### src/rtl/semafor_pkg.sv
// Shared types and default timing for the semafor crossing controller.
package semafor_pkg;

    // State encoding is fixed so the register value is meaningful in waveforms.
    typedef enum logic [2:0] {
        CAR_GREEN  = 3'd0,
        CAR_YELLOW = 3'd1,
        CLEAR1     = 3'd2,
        PED_GREEN  = 3'd3,
        CLEAR2     = 3'd4
    } state_t;

    // Lamp bundle, ordered car red/yellow/green then pedestrian red/green.
    typedef struct packed {
        logic car_red;
        logic car_yellow;
        logic car_green;
        logic ped_red;
        logic ped_green;
    } lamps_t;

    localparam int DEF_T_GREEN  = 20;
    localparam int DEF_T_YELLOW = 3;
    localparam int DEF_T_CLEAR  = 2;
    localparam int DEF_T_PED    = 10;
    localparam int DEF_CNT_W    = 8;

    // Moore lamp decode; unknown states fall back to the safe all-red pattern.
    function automatic lamps_t lamps_of(input state_t s);
        lamps_t l;
        l = '{car_red: 1'b1, car_yellow: 1'b0, car_green: 1'b0, ped_red: 1'b1, ped_green: 1'b0};
        case (s)
            CAR_GREEN:  l = '{car_red: 1'b0, car_yellow: 1'b0, car_green: 1'b1, ped_red: 1'b1, ped_green: 1'b0};
            CAR_YELLOW: l = '{car_red: 1'b0, car_yellow: 1'b1, car_green: 1'b0, ped_red: 1'b1, ped_green: 1'b0};
            PED_GREEN:  l = '{car_red: 1'b1, car_yellow: 1'b0, car_green: 1'b0, ped_red: 1'b0, ped_green: 1'b1};
            default:    l = '{car_red: 1'b1, car_yellow: 1'b0, car_green: 1'b0, ped_red: 1'b1, ped_green: 1'b0};
        endcase
        return l;
    endfunction

endpackage

### src/rtl/semafor_if.sv
// Signal bundle between the crossing controller and its environment.
interface semafor_if;
    logic tick;
    logic ped_req;
    logic car_red;
    logic car_yellow;
    logic car_green;
    logic ped_red;
    logic ped_green;
    logic ped_wait;

    // Environment side: drives time base and request, observes lamps.
    modport master (
        output tick, ped_req,
        input  car_red, car_yellow, car_green, ped_red, ped_green, ped_wait
    );

    // Controller side.
    modport slave (
        input  tick, ped_req,
        output car_red, car_yellow, car_green, ped_red, ped_green, ped_wait
    );
endinterface

### src/rtl/semafor_timer.sv
// Tick-enabled dwell counter: clears on state change, saturates at limit-1.
module semafor_timer #(
    parameter int CNT_W = 8
) (
    input  logic             clk,
    input  logic             rst,
    input  logic             tick_i,
    input  logic             clr_i,
    input  logic [CNT_W-1:0] limit_m1_i,
    output logic             done_o
);

    logic [CNT_W-1:0] cnt_q;

    assign done_o = (cnt_q == limit_m1_i);

    // Count ticks; once at limit-1 hold there until the owner clears us.
    always_ff @(posedge clk) begin
        if (rst) begin
            cnt_q <= '0;
        end else if (clr_i) begin
            cnt_q <= '0;
        end else if (tick_i && !done_o) begin
            cnt_q <= cnt_q + CNT_W'(1);
        end
    end

endmodule

### src/rtl/semafor_ctrl.sv
// Car/pedestrian crossing controller: FSM, request latch and registered lamps.
module semafor_ctrl
    import semafor_pkg::*;
#(
    parameter int T_GREEN  = DEF_T_GREEN,
    parameter int T_YELLOW = DEF_T_YELLOW,
    parameter int T_CLEAR  = DEF_T_CLEAR,
    parameter int T_PED    = DEF_T_PED,
    parameter int CNT_W    = DEF_CNT_W
) (
    input  logic        clk,
    input  logic        rst,
    semafor_if.slave    bus
);

    localparam logic [CNT_W-1:0] LIM_GREEN  = CNT_W'(T_GREEN - 1);
    localparam logic [CNT_W-1:0] LIM_YELLOW = CNT_W'(T_YELLOW - 1);
    localparam logic [CNT_W-1:0] LIM_CLEAR  = CNT_W'(T_CLEAR - 1);
    localparam logic [CNT_W-1:0] LIM_PED    = CNT_W'(T_PED - 1);

    state_t           state_q, state_d;
    logic             ped_wait_q, ped_wait_d;
    lamps_t           lamps_q;
    logic [CNT_W-1:0] limit_m1;
    logic             done;
    logic             expire;
    logic             state_chg;

    // Dwell limit for the state we are currently in.
    always_comb begin
        limit_m1 = LIM_CLEAR;
        case (state_q)
            CAR_GREEN:  limit_m1 = LIM_GREEN;
            CAR_YELLOW: limit_m1 = LIM_YELLOW;
            PED_GREEN:  limit_m1 = LIM_PED;
            default:    limit_m1 = LIM_CLEAR;
        endcase
    end

    semafor_timer #(.CNT_W(CNT_W)) u_timer (
        .clk        (clk),
        .rst        (rst),
        .tick_i     (bus.tick),
        .clr_i      (state_chg),
        .limit_m1_i (limit_m1),
        .done_o     (done)
    );

    assign expire    = bus.tick && done;
    assign state_chg = (state_d != state_q);

    // Next state and request latch; car green only yields to a registered request.
    always_comb begin
        state_d = state_q;
        case (state_q)
            CAR_GREEN:  if (expire && ped_wait_q) state_d = CAR_YELLOW;
            CAR_YELLOW: if (expire) state_d = CLEAR1;
            CLEAR1:     if (expire) state_d = PED_GREEN;
            PED_GREEN:  if (expire) state_d = CLEAR2;
            CLEAR2:     if (expire) state_d = CAR_GREEN;
            default:    state_d = CAR_GREEN;
        endcase

        ped_wait_d = ped_wait_q;
        if (state_d == PED_GREEN && state_q != PED_GREEN) begin
            ped_wait_d = 1'b0;
        end else if (bus.ped_req && state_q != PED_GREEN) begin
            ped_wait_d = 1'b1;
        end
    end

    // State, latch and lamp registers; lamps track the state being entered.
    always_ff @(posedge clk) begin
        if (rst) begin
            state_q    <= CAR_GREEN;
            ped_wait_q <= 1'b0;
            lamps_q    <= lamps_of(CAR_GREEN);
        end else begin
            state_q    <= state_d;
            ped_wait_q <= ped_wait_d;
            lamps_q    <= lamps_of(state_d);
        end
    end

    assign bus.car_red    = lamps_q.car_red;
    assign bus.car_yellow = lamps_q.car_yellow;
    assign bus.car_green  = lamps_q.car_green;
    assign bus.ped_red    = lamps_q.ped_red;
    assign bus.ped_green  = lamps_q.ped_green;
    assign bus.ped_wait   = ped_wait_q;

endmodule

### src/flat_wrapper.sv
// flat-port wrapper written by rule: the top's interface ports become plain ports
module semafor_ctrl_flat import semafor_pkg::*;
#(
    parameter int T_GREEN  = DEF_T_GREEN,
    parameter int T_YELLOW = DEF_T_YELLOW,
    parameter int T_CLEAR  = DEF_T_CLEAR,
    parameter int T_PED    = DEF_T_PED,
    parameter int CNT_W    = DEF_CNT_W
)
  (clk, rst, bus_tick, bus_ped_req, bus_car_red, bus_car_yellow, bus_car_green, bus_ped_red, bus_ped_green, bus_ped_wait);
  semafor_if bus_i ();
  input  logic clk;
  input  logic rst;
  input wire logic [$bits(bus_i.tick)-1:0] bus_tick;
  input wire logic [$bits(bus_i.ped_req)-1:0] bus_ped_req;
  output wire logic [$bits(bus_i.car_red)-1:0] bus_car_red;
  output wire logic [$bits(bus_i.car_yellow)-1:0] bus_car_yellow;
  output wire logic [$bits(bus_i.car_green)-1:0] bus_car_green;
  output wire logic [$bits(bus_i.ped_red)-1:0] bus_ped_red;
  output wire logic [$bits(bus_i.ped_green)-1:0] bus_ped_green;
  output wire logic [$bits(bus_i.ped_wait)-1:0] bus_ped_wait;
  assign bus_i.tick = bus_tick;
  assign bus_i.ped_req = bus_ped_req;
  assign bus_car_red = bus_i.car_red;
  assign bus_car_yellow = bus_i.car_yellow;
  assign bus_car_green = bus_i.car_green;
  assign bus_ped_red = bus_i.ped_red;
  assign bus_ped_green = bus_i.ped_green;
  assign bus_ped_wait = bus_i.ped_wait;
  semafor_ctrl #(.T_GREEN(T_GREEN), .T_YELLOW(T_YELLOW), .T_CLEAR(T_CLEAR), .T_PED(T_PED), .CNT_W(CNT_W)) u_core (.clk(clk), .rst(rst), .bus(bus_i));
endmodule
### config.mk
export PLATFORM = sky130hd
export DESIGN_NAME = semafor_ctrl_flat
export DESIGN_NICKNAME = d
export VERILOG_FILES = /design/src/rtl/semafor_pkg.sv /design/src/rtl/semafor_if.sv /design/src/rtl/semafor_timer.sv /design/src/rtl/semafor_ctrl.sv /design/src/flat_wrapper.sv
export SDC_FILE = /design/constraint.sdc
export NUM_CORES = 1
export LEC_CHECK = 0
export CAP_MARGIN = 15
export CORE_MARGIN = 5
export CORE_UTILIZATION = 45
export DETAILED_ROUTE_END_ITERATION = 8
export GPL_TIMING_DRIVEN = 0
export HOLD_SLACK_MARGIN = 0.06
export PLACE_DENSITY = 0.66
export SYNTH_ARGS = -nofsm -noshare
export SYNTH_HDL_FRONTEND = slang
export SYNTH_SLANG_ARGS = --single-unit
### constraint.sdc
create_clock -name clk -period 2 [get_ports clk]
set_clock_uncertainty 0.05 [all_clocks]
set_input_delay 0.3 -clock clk [delete_from_list [all_inputs] [get_ports clk]]
set_output_delay 0.3 -clock clk [all_outputs]
set_load 0.02 [all_outputs]
-- Word level (Yosys, flattened, before mapping)
Cells that the tools add are included.
- bits in registers: 17
- output and inout bits: 6
- input bits: 4
- word-level logic and storage cells: 36
- eq/ne operators: 9
- reductions and logical operators: 10
- muxes and demuxes: 8
- $add $sub $neg: 1
- operator list (cell ; number):
    $pmux W5 S3 ; 2
    $mux W3 ; 5
    $pmux W3 S5 ; 1
    $eq A3 B2 Y1 const B ; 3
    $add A8 B1 Y8 const B ; 1
    $eq A8 B5 Y1 ; 1
    $eq A3 B1 Y1 const B ; 2
    $logic_not A3 Y1 ; 2
    $logic_and A1 B1 Y1 ; 5
    $reduce_or A2 Y1 ; 2
    $eq A3 B3 Y1 const B ; 1
    $ne A3 B2 Y1 const B ; 1
    $ne A3 B3 Y1 ; 1
    $logic_not A1 Y1 ; 1

-- Logic depth before layout (Yosys ltp)
Gate-level depths: netlist (run 1).
- depth after elaboration: 10
- depth in mapped cells: 6
- mapped depth without buffers: 5

-- Cells and area by module
From an unflattened synthesis (run 1), not the netlist that was laid out.
- cell total of the unflattened synthesis: 105
- area total of the unflattened synthesis: 925.9 sq um
- modules (own cells, without submodules) (module ; times used ; seq. area each (sq um) ; cells each ; area each (sq um)):
    semafor_timer ; 1 ; 160.2 ; 58 ; 511.7
    semafor_ctrl ; 1 ; 180.2 ; 47 ; 414.1

-- Worst setup path before layout (run 1)
Ideal clock, no wire load.
- path type: register -> register
- start: reg u_core.u_timer.cnt_q[2]
- end: reg u_core.lamps_q (netlist bit u_core.bus.ped_red)
- setup time: 0.120 ns
- arrival time: 1.718 ns
- period minus slack after synthesis: 1.888 ns
- cell stages (with the launch flop): 6
- setup slack: 0.112 ns
- buffers on the path: 0
- required time: 1.830 ns
- cell sequence: dfxtp_1 -> nor4_1 -> nand3_1 -> a311o_4 -> or3_4 -> a211o_1
- word-level cells in the longest chain between the ends: 7
- elaborated cells on any way between the ends: 13
- those cells by class: 3 x eq/ne; 7 x mux; 3 x reduce/logical
- RTL lines (what ; RTL line ; text):
    start: declaration ; semafor_timer.sv:13 ; logic [CNT_W-1:0] cnt_q;
    start signal: assignment ; semafor_timer.sv:24 ; cnt_q <= cnt_q + CNT_W'(1);
    $eq A8 B5 Y1 * ; semafor_timer.sv:15 ; assign done_o = (cnt_q == limit_m1_i);
    $logic_and A1 B1 Y1 * ; semafor_ctrl.sv:49 ; assign expire = bus.tick && done;
    $logic_and A1 B1 Y1 ; semafor_ctrl.sv:56 ; CAR_GREEN: if (expire && ped_wait_q) state_d = CAR_YELLOW;
    $mux W3 ; semafor_ctrl.sv:56 ;
    $pmux W3 S5 * ; semafor_ctrl.sv:55 ; case (state_q)
    $eq A3 B2 Y1 (tied with other cells) ; semafor_pkg.sv:32 ; case (s)
    $pmux W5 S3 * ; semafor_pkg.sv:32 ;
    end signal: assignment ; semafor_ctrl.sv:77 ; lamps_q <= lamps_of(CAR_GREEN);
    end signal: assignment ; semafor_ctrl.sv:81 ; lamps_q <= lamps_of(state_d);
    end: declaration ; semafor_ctrl.sv:23 ; lamps_t lamps_q;
Every way passes the cells marked *; elsewhere a longest branch is shown, timed or not.
A chain may end at the register's enable or synchronous reset.

-- Final worst setup path (run 1)
- start: reg u_core.state_q[1]
- end: reg u_core.lamps_q (netlist bit u_core.bus.ped_red)
- word-level cells in the longest chain between the ends: 9
- elaborated cells on any way between the ends: 19
- those cells by class: 7 x eq/ne; 8 x mux; 4 x reduce/logical
- RTL lines (what ; RTL line ; text):
    start: declaration ; semafor_ctrl.sv:21 ; state_t state_q, state_d;
    start signal: assignment ; semafor_ctrl.sv:79 ; state_q <= state_d;
    $eq A3 B2 Y1 (tied with other cells) ; semafor_ctrl.sv:32, semafor_ctrl.sv:55 ;
    $pmux W5 S3 ; semafor_ctrl.sv:32 ; case (state_q)
    $eq A8 B5 Y1 ; semafor_timer.sv:15 ;
    $logic_and A1 B1 Y1 ; semafor_ctrl.sv:49 ;
    $logic_and A1 B1 Y1 ; semafor_ctrl.sv:56 ;
    $mux W3 ; semafor_ctrl.sv:56 ;
    $pmux W3 S5 * ; semafor_ctrl.sv:55 ;
    $eq A3 B2 Y1 (tied with other cells) ; semafor_pkg.sv:32 ;
    $pmux W5 S3 * ; semafor_pkg.sv:32 ;
Marked as above.

==> metrics, run 1 <==
parity-gate share of the synthesized area counting xor and xnor cells 0.05966; GRT Util Overall 0.1432; slew at the pin closest to its max-slew limit 0.4351 ns; die width 54.24 um; Pre-Repair DR Iteration Count 4; Worst Hold Path Cells 2; Worst Hold Class reg -> reg; number of synthesis warnings 0; dpl cell area 1005 sq um; Relative slew margins 0.7099; total via count after detailed routing 821; root buffer cell sky130_fd_sc_hd__clkbuf_4; final WL 1942 um; total count of max-transition violations in the final report 0; Crit-path slowest cell sky130_fd_sc_hd__a311o_4; syn nets 104; dominant combinational cell family by area after synthesis compound AO/OA/AOI/OAI gates; startpoint type of the worst setup path register; number of H-tree levels 1; starting density of the core 0.4583; sequence of cells on the critical path buf_4, nor2_4, nand3_4, a311o_4, or3_4, a211o_1; startpoint of the most critical register-to-register path u_core.state_q[1]$_SDFF_PP0_; mean instance size in the synthesized netlist 8.897 sq um; Synth Area in Compound Gates 0.2656; port buffer count 9; layout cells sized above 1 0.2522; total congestion overflow 0; share of flip-flops with an asynchronous set or reset after synthesis 0; sequential cell area fraction in the yosys report 0.3864; TritonCTS buffer count 3; clock-pin slew on the worst setup and hold paths 0.11 ns; max cap viols 0; number of distinct library cells after synthesis 40; result of the run complete, but fails checks; required time of the critical path 2.14 ns; HPWL reported at the end of detailed placement 1328 um; antenna diode instance count 0; largest stage delay on the critical path 0.46 ns; power density over the cells 557.1 nW/um^2; most crowded layer after global routing met1; maximum ir drop on the vdd rail 0.4101 mV; met1 track demand over resource 0.2110; peak fanout along the critical path 10; # rows 16; most frequent cells in the layout sky130_fd_sc_hd__dfxtp_1, sky130_fd_sc_hd__clkdlybuf4s50_1, sky130_fd_sc_hd__a21oi_1; mux share of post-synthesis cell area 0; placeable core area 1922 sq um; hold path startpoint u_core.u_timer.cnt_q[1]$_SDFFE_PP0P_; Vias per Instance 5.782; clock latency on the worst-skew pair 0.29 ns; Setup Viol. Count Final 1; via count of the first global-routing pass 699; Net count, final 121; Hold Path Sink u_core.u_timer.cnt_q[1]$_SDFFE_PP0P_; setup repair after global routing missed its margin true; part of the cycle the worst path needs 1.009; Bufs on Longest Clock Path 2; Final Hold Fails 0; type of destination of the critical path register; register-to-register setup slack -0.02 ns; number of enable-type register cells in the synthesized netlist 0; class of the most critical setup path reg -> reg; wire length of the first global-routing pass 3091 um; CTS tree yes; post-layout worst setup margin -0.01868 ns; r2r worst-path depth 6; initial antenna violation count 0; number of top-level pins 10; maximum number of pins on one net before global-route repair 11; Final Hold Slack 0.5042 ns; layout overhead on the synthesized area 30.54%; DRC violations left 0; worst endpoint data arrival time 2.15 ns; fmax 0.4954 GHz; critical register-to-register path endpoint u_core.bus.ped_red$_SDFF_PP1_; Period minus WS final 2.019 ns; number of design-rule violations left by the first detailed-router iteration 10; design area 1150 sq um; routability cong. 0.8177; failing checks setup timing; most common library cell in the layout ignoring fill and taps sky130_fd_sc_hd__dfxtp_1; Chip Height 54.24 um; post-synthesis simple-gate area fraction 0.2415; flip-flop cell with the highest count after synthesis sky130_fd_sc_hd__dfxtp_1; met2 layer usage reported by global route 0.2072; overall die area 2942 sq um; ANT nets after route 0; Synth Instances 99; Yosys reg bits 17; routed length per instance 13.68 um; M3 GR Usage 0.02452; CTS sink cnt 17; Synth Area in Adders 0.01420; standby leakage power 0.0003938 uW; combined area of all synthesized cells 880.8 sq um
cell usage after synthesis, types with 2 or more instances:
library cell	instances	area share
sky130_fd_sc_hd__o22ai_1	2	0.014
sky130_fd_sc_hd__a21oi_1	8	0.045
sky130_fd_sc_hd__o21ai_0	7	0.040
sky130_fd_sc_hd__or3_1	5	0.036
sky130_fd_sc_hd__nand4_1	3	0.021
sky130_fd_sc_hd__o21ai_1	5	0.028
sky130_fd_sc_hd__nor2b_1	2	0.014
sky130_fd_sc_hd__xor2_1	4	0.040
sky130_fd_sc_hd__a22oi_1	3	0.026
sky130_fd_sc_hd__nand2_1	2	0.0085
sky130_fd_sc_hd__xnor2_1	2	0.020
sky130_fd_sc_hd__dfxtp_1	17	0.39
sky130_fd_sc_hd__clkbuf_1	2	0.0085
sky130_fd_sc_hd__buf_2	2	0.011
sky130_fd_sc_hd__nor2_1	6	0.026
sky130_fd_sc_hd__nand3_1	5	0.028
timing repair:
item,in CTS,in global routing
hold buffers,0,0
setup endpoints to repair,10,4
resized for setup,6,16
pin swaps,2,4
buffers inserted,0,2
gates cloned,0,1
hold endpoints to repair,0,0
final cells by class:
cell class | count | area (sq um)
flip-flops and latches | 17 | 347.8
inverters | 1 | 3.754
clock buffers | 3 | 22.52
well taps | 27 | 33.78
plain buffers | 5 | 33.78
multi-input cells | 77 | 598.1
repair buffers | 11 | 105.1
fillers | 171 | 772.0
clock inverters | 1 | 5.005
power breakdown:
part           switching (uW)  internal, uW
Sequential               19.3           349
Combinational            44.6          39.9
Clock                     114          74.2
metal layers:
metal,up-vias,wire length [um]
met3,2,65
met5,-,0
met2,21,867
met1,382,999
li1,416,-
met4,0,10
worst max-delay path, delay by kind of cell, from the launching register on:
kind / cells / cell delay (ns)
AOI/OAI and AO/OA: 2 / 0.72
buffers and inverters: 1 / 0.17
DFF: 1 / 0.38
and+or+nand+nor: 3 / 0.59
how the worst max path moves through the flow:
| stage | start | to | depth (start not counted) |
|---|---|---|---|
| finish | u_core.state_q[1]$_SDFF_PP0_ | u_core.bus.ped_red$_SDFF_PP1_ | 6 |
| global route | u_core.state_q[2]$_SDFF_PP0_ | u_core.bus.ped_red$_SDFF_PP1_ | 5 |
| CTS | u_core.u_timer.cnt_q[7]$_SDFFE_PP0P_ | u_core.bus.car_yellow$_SDFF_PP0_ | 5 |
| detailed placement | bus_tick | u_core.u_timer.cnt_q[0]$_SDFFE_PP0P_ | 5 |
| global placement | bus_tick | u_core.u_timer.cnt_q[2]$_SDFFE_PP0P_ | 5 |
| floorplan | u_core.u_timer.cnt_q[2]$_SDFFE_PP0P_ | u_core.bus.ped_red$_SDFF_PP1_ | 5 |
sequential cells by signal, summed over array words and instances (netlist names):
register / cells
u_core.bus.car_green: 1
u_core.bus.ped_green: 1
u_core.bus.ped_red: 1
u_core.u_timer.cnt_q: 8
u_core.bus.car_yellow: 1
u_core.state_q: 3
u_core.bus.car_red: 1
u_core.bus.ped_wait: 1
cell families (layout without fill, tap and decap cells):
group / count (synthesis) / after routing
flip-flops: 17 / 17
AO/OA/AOI/OAI: 34 / 35
AND/OR/NAND/NOR: 35 / 35
buffers and inverters: 6 / 21
adder cells (fa/ha/maj): 1 / 1
XOR/XNOR: 6 / 6
metrics by stage:
step	power (uW)	setup TNS (ns)	utilization	worst slack, ns	std cells
final	640.6	-0.01868	0.5983	-0.01868	142
after global routing	670.5	-0.1740	0.5983	-0.08316	142
after CTS	626.6	-0.06035	0.5469	-0.04745	139
after detailed placement	440.5	-0.8074	0.5228	-0.1387	135
after global placement	438.7	-0.8321	0.5228	-0.1310	135
after floorplan	418.0	0	-	0.1118	99
(Power assumes the default switching activity.)
==> inputs of run 2 (changes only) <==
- GPL_TIMING_DRIVEN: 0 -> 1
==> run 2 against run 1 <==
Net effect: the flow now finishes without violations; global-route usage increased by 0.74 points; critical path depth stayed put; core utilization fell by 2.5 points; combinational power grew 4.6%; clock-buffer cell count unchanged; first-iteration DRC count grew 100%; worst hold slack better by 0.030 ns; cell count grew 2.1%; design area is 4.1% lower; routed wire length grew 5.0%; fmax is 4.9% higher; largest cell class unchanged; largest power group unchanged.
==> metrics, run 2 (synthesized netlist as in run 1, its figures left out) <==
layout cells sized above 1 0.2203 (was 0.2522); power density over the cells 577.0 nW/um^2 (was 557.1 nW/um^2); r2r worst-path depth 6 (unchanged); part of the cycle the worst path needs 0.9619 (was 1.009); GRT Util Overall 0.1506 (was 0.1432); Chip Height 54.24 um (unchanged); count of filler cells inserted in the layout 175 (was 171); max cap viols 0 (unchanged); routed length per instance 14.06 um (was 13.68 um); Setup Viol. Count Final 0 (was 1); type of destination of the critical path register (unchanged); root buffer cell sky130_fd_sc_hd__clkbuf_4 (unchanged); initial antenna violation count 0 (unchanged); register-to-register setup slack 0.08 ns (was -0.02 ns); number of H-tree levels 1 (unchanged); sequence of cells on the critical path and3b_1, o21ai_1, a311o_4, buf_4, or3_1, a21oi_1 (was buf_4, nor2_4, nand3_4, a311o_4, or3_4, a211o_1); starting density of the core 0.4583 (unchanged); sum of met2 wire segment lengths after detailed routing 960 um (was 867 um); maximum ir drop on the vdd rail 0.3461 mV (was 0.4101 mV); die width 54.24 um (unchanged); uppermost layer routed met4 (unchanged); port buffer count 9 (unchanged); required time of the critical path 2.16 ns (was 2.14 ns); final WL 2039 um (was 1942 um); total power after layout 636.0 uW (was 640.6 uW); number of top-level pins 10 (unchanged); Buf/Inv on CP 1 (unchanged); Pre-Repair DR Iteration Count 4 (unchanged); TritonCTS buffer count 3 (unchanged); standby leakage power 0.0003956 uW (was 0.0003938 uW); register with the highest flop count u_core.u_timer.cnt_q (unchanged); Final Hold Slack 0.5340 ns (was 0.5042 ns); result of the run finished clean (was complete, but fails checks); antenna diode instance count 0 (unchanged); critical register-to-register path endpoint u_core.state_q[1]$_SDFF_PP0_ (was u_core.bus.ped_red$_SDFF_PP1_); total congestion overflow 0 (unchanged); Sw Share 0.2659 (was 0.2775); maximum number of pins on one net before global-route repair 12 (was 11); Internal 466.9 uW (was 462.8 uW); CTS sink cnt 17 (unchanged); HPWL reported at the end of detailed placement 1493 um (was 1328 um); wire length of the first global-routing pass 3305 um (was 3091 um); relative contribution of the clock network to total power 0.291 (was 0.294); Period minus WS final 1.924 ns (was 2.019 ns); Place WS 0.08796 ns (was -0.1387 ns); total net switching power 169.1 uW (was 177.8 uW); via count of the first global-routing pass 762 (was 699); layout overhead on the synthesized area 25.14% (was 30.54%); Worst Hold Class reg -> reg (unchanged); Bufs on Longest Clock Path 2 (unchanged); startpoint of the most critical register-to-register path u_core.u_timer.cnt_q[3]$_SDFFE_PP0P_ (was u_core.state_q[1]$_SDFF_PP0_); total met3 wirelength after detailed routing 74 um (was 65 um); number of flip-flops under the largest register name 8 (unchanged); Vias per Instance 5.793 (was 5.782); startpoint type of the worst setup path register (unchanged); kind of cell with the highest combined delay on the critical path compound AO/OA/AOI/OAI gates (unchanged); clock-pin slew on the worst setup and hold paths 0.11 ns (about the same); total via count after detailed routing 840 (was 821); Critical Path End u_core.state_q[1]$_SDFF_PP0_ (was u_core.bus.ped_red$_SDFF_PP1_); most common library cell in the layout ignoring fill and taps sky130_fd_sc_hd__dfxtp_1 (unchanged); post-layout worst setup margin 0.07618 ns (was -0.01868 ns); hold path startpoint u_core.u_timer.cnt_q[0]$_SDFFE_PP0P_ (was u_core.u_timer.cnt_q[1]$_SDFFE_PP0P_); Net count, final 124 (was 121); DRC violations left 0 (unchanged); slew at the pin closest to its max-slew limit 0.4055 ns (was 0.4351 ns); Comb power frac 0.139 (was 0.132); number of design-rule violations left by the first detailed-router iteration 20 (was 10); largest registers u_core.u_timer.cnt_q (8), u_core.state_q (3) (unchanged); Relative slew margins 0.7288 (was 0.7099); placeable core area 1922 sq um (unchanged); peak fanout along the critical path 8 (was 10); clock latency on the worst-skew pair 0.28 ns (was 0.29 ns); most frequent cells in the layout sky130_fd_sc_hd__dfxtp_1, sky130_fd_sc_hd__buf_4, sky130_fd_sc_hd__clkdlybuf4s50_1 (was sky130_fd_sc_hd__dfxtp_1, sky130_fd_sc_hd__clkdlybuf4s50_1, sky130_fd_sc_hd__a21oi_1); overall die area 2942 sq um (unchanged); Final Hold Fails 0 (unchanged); # rows 16 (unchanged); routability cong. 0.8969 (was 0.8177); CTS tree yes (unchanged); largest stage delay on the critical path 0.44 ns (was 0.46 ns); Crit. path cell count 6 (unchanged); worst setup path startpoint u_core.u_timer.cnt_q[3]$_SDFFE_PP0P_ (was u_core.state_q[1]$_SDFF_PP0_); fmax 0.5198 GHz (was 0.4954 GHz); total count of max-transition violations in the final report 0 (unchanged); portion of total power attributed to sequential cells 0.570 (was 0.575); class of the most critical setup path reg -> reg (unchanged); Post-Route M1 WL 949 um (was 999 um); worst endpoint data arrival time 2.09 ns (was 2.15 ns); ANT nets after route 0 (unchanged); Crit-path slowest cell sky130_fd_sc_hd__dfxtp_1 (was sky130_fd_sc_hd__a311o_4)
-- run 2: changes by cell type in the layout (fill, tap and decap cells not counted), sizes merged --
| cell | delta |
|---|---|
| clkbuf | -2 |
| a311o | -1 |
| buf | +6 |
-- run 2: per-layer routing --
metal,up-vias,track usage
met1,391,0.2010
met2,25,0.2331
met3,7,0.02997
li1,417,-
met4,0,0.06639
met5,-,0
-- run 2: worst register-to-register path, delay by kind of cell, from the launching register on --
family / cells / cell delay (ns)
compound gates: 3 / 0.68
buf+inv: 1 / 0.16
flops: 1 / 0.44
simple gates: 2 / 0.52
-- run 2: timing repair --
action / CTS / global route
setup buffers: 0 / 1
hold buffers: 0 / 0
gates resized for setup: 0 / 4
setup endpoints to repair: 0 / 16
-- run 2: metrics by stage --
step,util,area [sq um],setup TNS (ns),instances
after floorplan,-,880.8,0,99
after global placement,0.5488,1055,0,140
after detailed placement,0.5488,1055,0,140
after CTS,0.5632,1082,0,144
after global routing,0.5736,1102,-0.08938,145
final,0.5736,1102,0,145
-- run 2: power groups by stage --
stage / Clock [uW] / Sequential [uW] / Combinational (uW)
2_1_floorplan: 0 / 371 / 46.7
3_3_place_gp: 0 / 369 / 85.3
3_5_place_dp: 0 / 370 / 86.6
4_1_cts: 188 / 362 / 86.9
5_1_grt: 204 / 365 / 96.9
6_report: 185 / 362 / 88.3
-- run 2: area by class of cell --
cell class,count,area (sq um),share of cell area
multi-input cells,76,521.8,0.4733
flip-flops and latches,17,342.8,0.3110
repair buffers,20,172.7,0.1566
well taps,27,33.78,0.03065
clock buffers,3,22.52,0.02043
clock inverters,1,5.005,0.004540
inverters,1,3.754,0.003405
-- run 2: how the worst min path moves through the flow --
stage | end | cells after the start
global placement | u_core.u_timer.cnt_q[7]$_SDFFE_PP0P_ | 2
detailed placement | u_core.u_timer.cnt_q[7]$_SDFFE_PP0P_ | 2
floorplan | u_core.state_q[1]$_SDFF_PP0_ | 2
finish | u_core.u_timer.cnt_q[0]$_SDFFE_PP0P_ | 2
CTS | u_core.u_timer.cnt_q[7]$_SDFFE_PP0P_ | 2
global route | u_core.u_timer.cnt_q[0]$_SDFFE_PP0P_ | 2
==> inputs of run 3 (changes only) <==
- CAP_MARGIN: 15 -> 5
==> results of run 3 <==
No change in the layout: final DEF, timing and power equal those of run 2.
